**src/rtl/ccff_loader_pkg.sv**
```systemverilog
// Shared types and helpers for the configuration-chain bitstream loader.
package ccff_loader_pkg;

   typedef enum logic [2:0] {
      ST_IDLE     = 3'd0,
      ST_ISO_PRE  = 3'd1,
      ST_LOAD     = 3'd2,
      ST_SHIFT    = 3'd3,
      ST_ISO_POST = 3'd4,
      ST_DONE     = 3'd5
   } ccff_ld_state_e;

   function automatic logic [31:0] min32(input logic [31:0] a, input logic [31:0] b);
      return (a < b) ? a : b;
   endfunction

endpackage

```
**src/rtl/ccff_word_serializer.sv**
```systemverilog
// Holds one bitstream word and shifts it out LSB-first, tracking how many
// bits of the word are still to be sent so the final partial word stops early.
module ccff_word_serializer
   import ccff_loader_pkg::*;
#(
   parameter int WORD_W = 32,
   parameter int LEN_W  = $clog2(WORD_W + 1)
) (
   input  logic              prog_clk,
   input  logic              pReset,
   input  logic              load,
   input  logic [WORD_W-1:0] data,
   input  logic [LEN_W-1:0]  len,
   input  logic              shift,
   output logic              out,
   output logic              last_bit
);

   logic [WORD_W-1:0] sreg;
   logic [LEN_W-1:0]  word_left;

   // Capture a new word on load, otherwise move one bit toward the output per shift.
   always_ff @(posedge prog_clk or posedge pReset) begin
      if (pReset) begin
         sreg      <= '0;
         word_left <= '0;
      end else if (load) begin
         sreg      <= data;
         word_left <= len;
      end else if (shift) begin
         sreg <= {1'b0, sreg[WORD_W-1:1]};
         if (word_left != '0) begin
            word_left <= word_left - LEN_W'(1);
         end
      end
   end

   assign out      = sreg[0];
   assign last_bit = (word_left == LEN_W'(1));

endmodule

```
**src/rtl/ccff_bitstream_loader.sv**
```systemverilog
// Front end of the configuration chain: takes words over valid/ready, feeds
// them bit-serially into ccff_head, and keeps fabric I/O isolated until the
// whole chain is loaded and a trailing guard interval has passed.
module ccff_bitstream_loader
   import ccff_loader_pkg::*;
#(
   parameter int WORD_W     = 32,
   parameter int CHAIN_LEN  = 1024,
   parameter int ISO_CYCLES = 4
) (
   input  logic                           prog_clk,
   input  logic                           pReset,
   input  logic                           start,
   input  logic [WORD_W-1:0]              cfg_data,
   input  logic                           cfg_valid,
   output logic                           cfg_ready,
   output logic                           ccff_head,
   input  logic                           ccff_tail,
   output logic                           IO_ISOL_N,
   output logic                           busy,
   output logic                           done,
   output logic [$clog2(CHAIN_LEN+1)-1:0] tail_ones
);

   localparam int CNT_W = $clog2(CHAIN_LEN + 1);
   localparam int LEN_W = $clog2(WORD_W + 1);
   localparam int GRD_W = $clog2(ISO_CYCLES + 1);

   ccff_ld_state_e   state;
   logic [CNT_W-1:0] bit_cnt;
   logic [GRD_W-1:0] guard_cnt;
   logic [LEN_W-1:0] load_len;
   logic             load_word;
   logic             shift_word;
   logic             sreg_out;
   logic             last_bit;
   logic             busy_q;
   logic             done_q;
   logic             iso_n_q;

   // Length of the next word: a full word, or only what is left of the chain.
   always_comb begin
      load_len = LEN_W'(min32(32'(WORD_W), 32'(CHAIN_LEN) - 32'(bit_cnt)));
   end

   assign load_word  = (state == ST_LOAD) && cfg_valid;
   assign shift_word = (state == ST_SHIFT);

   ccff_word_serializer #(
      .WORD_W (WORD_W),
      .LEN_W  (LEN_W)
   ) u_serializer (
      .prog_clk (prog_clk),
      .pReset   (pReset),
      .load     (load_word),
      .data     (cfg_data),
      .len      (load_len),
      .shift    (shift_word),
      .out      (sreg_out),
      .last_bit (last_bit)
   );

   // Sequencer: guard interval, word fetch/shift loop, trailing guard, then release isolation.
   always_ff @(posedge prog_clk or posedge pReset) begin
      if (pReset) begin
         state     <= ST_IDLE;
         bit_cnt   <= '0;
         guard_cnt <= '0;
         tail_ones <= '0;
         busy_q    <= 1'b0;
         done_q    <= 1'b0;
         iso_n_q   <= 1'b0;
      end else begin
         case (state)
            ST_IDLE, ST_DONE: begin
               if (start) begin
                  state     <= ST_ISO_PRE;
                  bit_cnt   <= '0;
                  guard_cnt <= '0;
                  tail_ones <= '0;
                  busy_q    <= 1'b1;
                  done_q    <= 1'b0;
                  iso_n_q   <= 1'b0;
               end
            end
            ST_ISO_PRE: begin
               if (guard_cnt == GRD_W'(ISO_CYCLES - 1)) begin
                  guard_cnt <= '0;
                  state     <= ST_LOAD;
               end else begin
                  guard_cnt <= guard_cnt + GRD_W'(1);
               end
            end
            ST_LOAD: begin
               if (cfg_valid) begin
                  state <= ST_SHIFT;
               end
            end
            ST_SHIFT: begin
               bit_cnt   <= bit_cnt + CNT_W'(1);
               tail_ones <= tail_ones + CNT_W'(ccff_tail);
               if (last_bit) begin
                  if (bit_cnt == CNT_W'(CHAIN_LEN - 1)) begin
                     guard_cnt <= '0;
                     state     <= ST_ISO_POST;
                  end else begin
                     state <= ST_LOAD;
                  end
               end
            end
            ST_ISO_POST: begin
               if (guard_cnt == GRD_W'(ISO_CYCLES - 1)) begin
                  guard_cnt <= '0;
                  state     <= ST_DONE;
                  busy_q    <= 1'b0;
                  done_q    <= 1'b1;
                  iso_n_q   <= 1'b1;
               end else begin
                  guard_cnt <= guard_cnt + GRD_W'(1);
               end
            end
            default: begin
               state   <= ST_IDLE;
               busy_q  <= 1'b0;
               done_q  <= 1'b0;
               iso_n_q <= 1'b0;
            end
         endcase
      end
   end

   assign cfg_ready = (state == ST_LOAD);
   assign ccff_head = shift_word & sreg_out;
   assign busy      = busy_q;
   assign done      = done_q;
   assign IO_ISOL_N = iso_n_q;

endmodule

```
**config.mk**
```make
export PLATFORM = sky130hd
export DESIGN_NAME = ccff_bitstream_loader
export DESIGN_NICKNAME = d
export VERILOG_FILES = /design/src/rtl/ccff_loader_pkg.sv /design/src/rtl/ccff_word_serializer.sv /design/src/rtl/ccff_bitstream_loader.sv
export SDC_FILE = /design/constraint.sdc
export NUM_CORES = 1
export LEC_CHECK = 0
export CAP_MARGIN = 20
export CELL_PAD_IN_SITES_DETAIL_PLACEMENT = 1
export CELL_PAD_IN_SITES_GLOBAL_PLACEMENT = 2
export CORE_MARGIN = 2
export CORE_UTILIZATION = 33
export DETAILED_ROUTE_END_ITERATION = 7
export GPL_ROUTABILITY_DRIVEN = 1
export GPL_TIMING_DRIVEN = 0
export PLACE_DENSITY = 0.79
export SLEW_MARGIN = 20
export SYNTH_ARGS = -nofsm -noshare
export SYNTH_HDL_FRONTEND = slang
export SYNTH_SLANG_ARGS = --single-unit
```
**constraint.sdc**
```tcl
create_clock -name prog_clk -period 2.5 [get_ports prog_clk]
set_input_delay 0.5 -clock prog_clk [delete_from_list [all_inputs] [get_ports prog_clk]]
set_output_delay 0.5 -clock prog_clk [all_outputs]
set_load 0.01 [all_outputs]
```
==> metrics.txt <==
CP max FO 10; CTS tree done; RSZ-0062 raised after global routing no; RD Place Congestion 0.787; Pint 2.98 mW; Detailed Route Iter0 Violations 123; Routed WL per cell 16.2 um; Clock Sink Count 68; Worst Tran Pin Value 931 ps; PortBufs 52; met3 routed WL 252 um; crit start category flop; vias per std cell 5.28; clock buffer depth 2; Die Y 108 um; Avg Inst Size Synth 9.04 um^2; CTS HTree Levels 3; Slew Limit Fails 0; Num CTS Buffers 9; top cells by area, synth dfrtp_1 48%, nand2_1 9.0%, a22oi_1 6.3%, o21ai_0 3.2%, nand3_1 3.1%; clk_lat worst skew 350 ps; FF-to-FF setup slack 90 ps; Mapped Cells 393; die area 11600 um^2; skew final 9.22 ps; pre-CTS setup slack -159 ps; Synthesized Nets 438; pin count of the biggest net entering global routing 37; WS Path Type reg -> out; total number of vias 3171; WL met2 4520 um; Post-Syn Area 3550 um^2; ant diodes 0; combinational power share 0.442; asr flop ratio synth 1.00; drt total wl 9760 um; switching share of total power 0.414; drt drc 0; FILL cells 1215; Switch Pwr 2.10 mW; die width 108 um; setup_tns 0 ps; synth cell count leaders 85 x nand2_1, 68 x dfrtp_1, 30 x a22oi_1; DR pass1 iterations 4; Pleak 1.96 nW; Power Density 1120 nW/um^2; most common cell in the synthesized netlist nand2_1; Crit path required time 2000 ps; initial antenna violation count 0; Distinct cells, synth 52; core footprint 10400 um^2; run status completed; Peak supply drop 0.384 mV; floorplan row count 37; FF+latch count, synth 68; Post-DP Area 4270 um^2; post-synthesis sequential area ratio 0.479; clock network fraction of total power 0.187; GRT Overall Usage 0.179; Post-synth EDFFs 0; total grt overflow 0; hold buffers post-CTS 0; HPWL Detailed 6950 um; Final min period 2440 ps; Final setup viols 0; design area 4530 um^2; Max Cap Viol 0; Top Layer Used met4; endpoint class of the critical path output pin; Ports 53; WP data arrival 1940 ps; Worst-path clk slew 80 ps; Final Net Count 505; DRT antenna net count 0; Met1 Routed Length 4840 um; share of post-route cells with drive strength above 1 0.0989; Relative slew margins 0.373; yosys synthesis warning count 0; fmax 410 MHz; Final WS setup 61.7 ps; dominant cell type by area after synthesis dfrtp_1; root buffer cell clkbuf_8; Area growth, synth to finish 27.4%; most common flop cell mapped by yosys dfrtp_1; Reg power frac 0.372; vias in the first global route 3297; Initial Utilization 0.343; first-pass GRT wire length 16400 um; post-synth top area share 0.479; worst hold path class reg -> reg; part of the cycle the worst path needs 0.975; Fin. Hold Viols 0
[cell families (layout without fill, tap and decap cells)]
| family | Yosys count | after routing | share of synthesized area |
|---|---|---|---|
| flip-flops | 68 | 68 | 0.479 |
| AND/OR/NAND/NOR | 163 | 163 | 0.214 |
| adder cells (fa/ha/maj) | 8 | 8 | 0.0282 |
| XOR/XNOR | 9 | 9 | 0.0222 |
| buffers and inverters | 42 | 114 | 0.0489 |
| AO/OA/AOI/OAI | 100 | 100 | 0.199 |
| multiplexers | 3 | 3 | 0.00880 |
[final timing paths]
| check | startpoint | to | depth (start not counted) |
|---|---|---|---|
| max in group asynchronous | pReset | bit_cnt[2] | 3 |
| min | u_serializer.sreg[8] | u_serializer.sreg[8] | 2 |
| max reg2reg | bit_cnt[3] | u_serializer.word_left[0] | 6 |
| min in group asynchronous | pReset | guard_cnt[1] | 2 |
| min reg2reg | u_serializer.sreg[8] | u_serializer.sreg[8] | 2 |
| max | state[2] | ccff_head | 4 |
[routing by layer]
| metal | GRT usage | vias to the layer above |
|---|---|---|
| met4 | 0.0623 | 0 |
| met2 | 0.288 | 52 |
| met5 | 0 | - |
| met3 | 0.0194 | 12 |
| li1 | - | 1532 |
| met1 | 0.250 | 1575 |
[power by group through the flow]
stage	sequential (mW)	clock [mW]	combinational, mW
2_1_floorplan	1.82	0	1.55
3_3_place_gp	1.87	0	2.13
3_5_place_dp	1.88	0	2.21
4_1_cts	1.87	0.971	2.26
5_1_grt	1.96	1.01	2.56
6_report	1.89	0.948	2.24
[sequential cells by signal (all words and copies together) (netlist names)]
name	cells
guard_cnt	3
state	3
tail_ones	11
u_serializer.word_left	6
busy	1
bit_cnt	11
IO_ISOL_N	1
u_serializer.sreg	32
[area by class of cell]
cell class	instances	area, um^2	area share
flip-flops and latches	68	1700	0.376
clock inverters	7	75.1	0.0166
clock buffers	9	124	0.0274
well taps	136	170	0.0376
inverters	15	58.8	0.0130
plain buffers	25	125	0.0276
repair buffers	58	578	0.128
multi-input cells	283	1690	0.374
[critical path, cell delays in order, from the launching register on]
cell and delay (ps):
dfrtp_2 430, and3b_2 300, clkbuf_8 190, and2_1 140
clkdlybuf4s50_1 530
[through the flow]
step | cells | hold WS, ps | utilization | power, mW
detailed placement | 582 | 467 | 0.411 | 4.09
global placement | 581 | 451 | 0.409 | 4.00
global route | 601 | 519 | 0.437 | 5.52
floorplan | 393 | 438 | - | 3.37
CTS | 599 | 485 | 0.433 | 5.09
finish | 601 | 482 | 0.437 | 5.08
[what timing repair did]
action / in CTS / in global routing
setup endpoints to repair: 2 / 21
setup buffers: 2 / 3
pin swaps: 1 / 2
gates resized for setup: 6 / 13
[placed cells by master (no fill, tap or decap), types with 3 or more instances in the layout]
cell	instances
a21o_1	4
a21oi_1	12
a22o_1	5
a22oi_1	30
and2_1	4
buf_4	7
clkbuf_1	15
clkbuf_2	4
clkbuf_8	10
clkdlybuf4s50_1	52
dfrtp_1	67
ha_1	7
inv_1	14
nand2_1	85
nand2b_1	3
nand3_1	22
nand4_1	4
nor2_1	12
nor2b_1	4
nor3_1	8
nor4_1	7
o211ai_1	4
o21ai_0	22
o31ai_1	4
or4_1	4
xnor2_1	6
xor2_1	3
(Power assumes the default switching activity.)
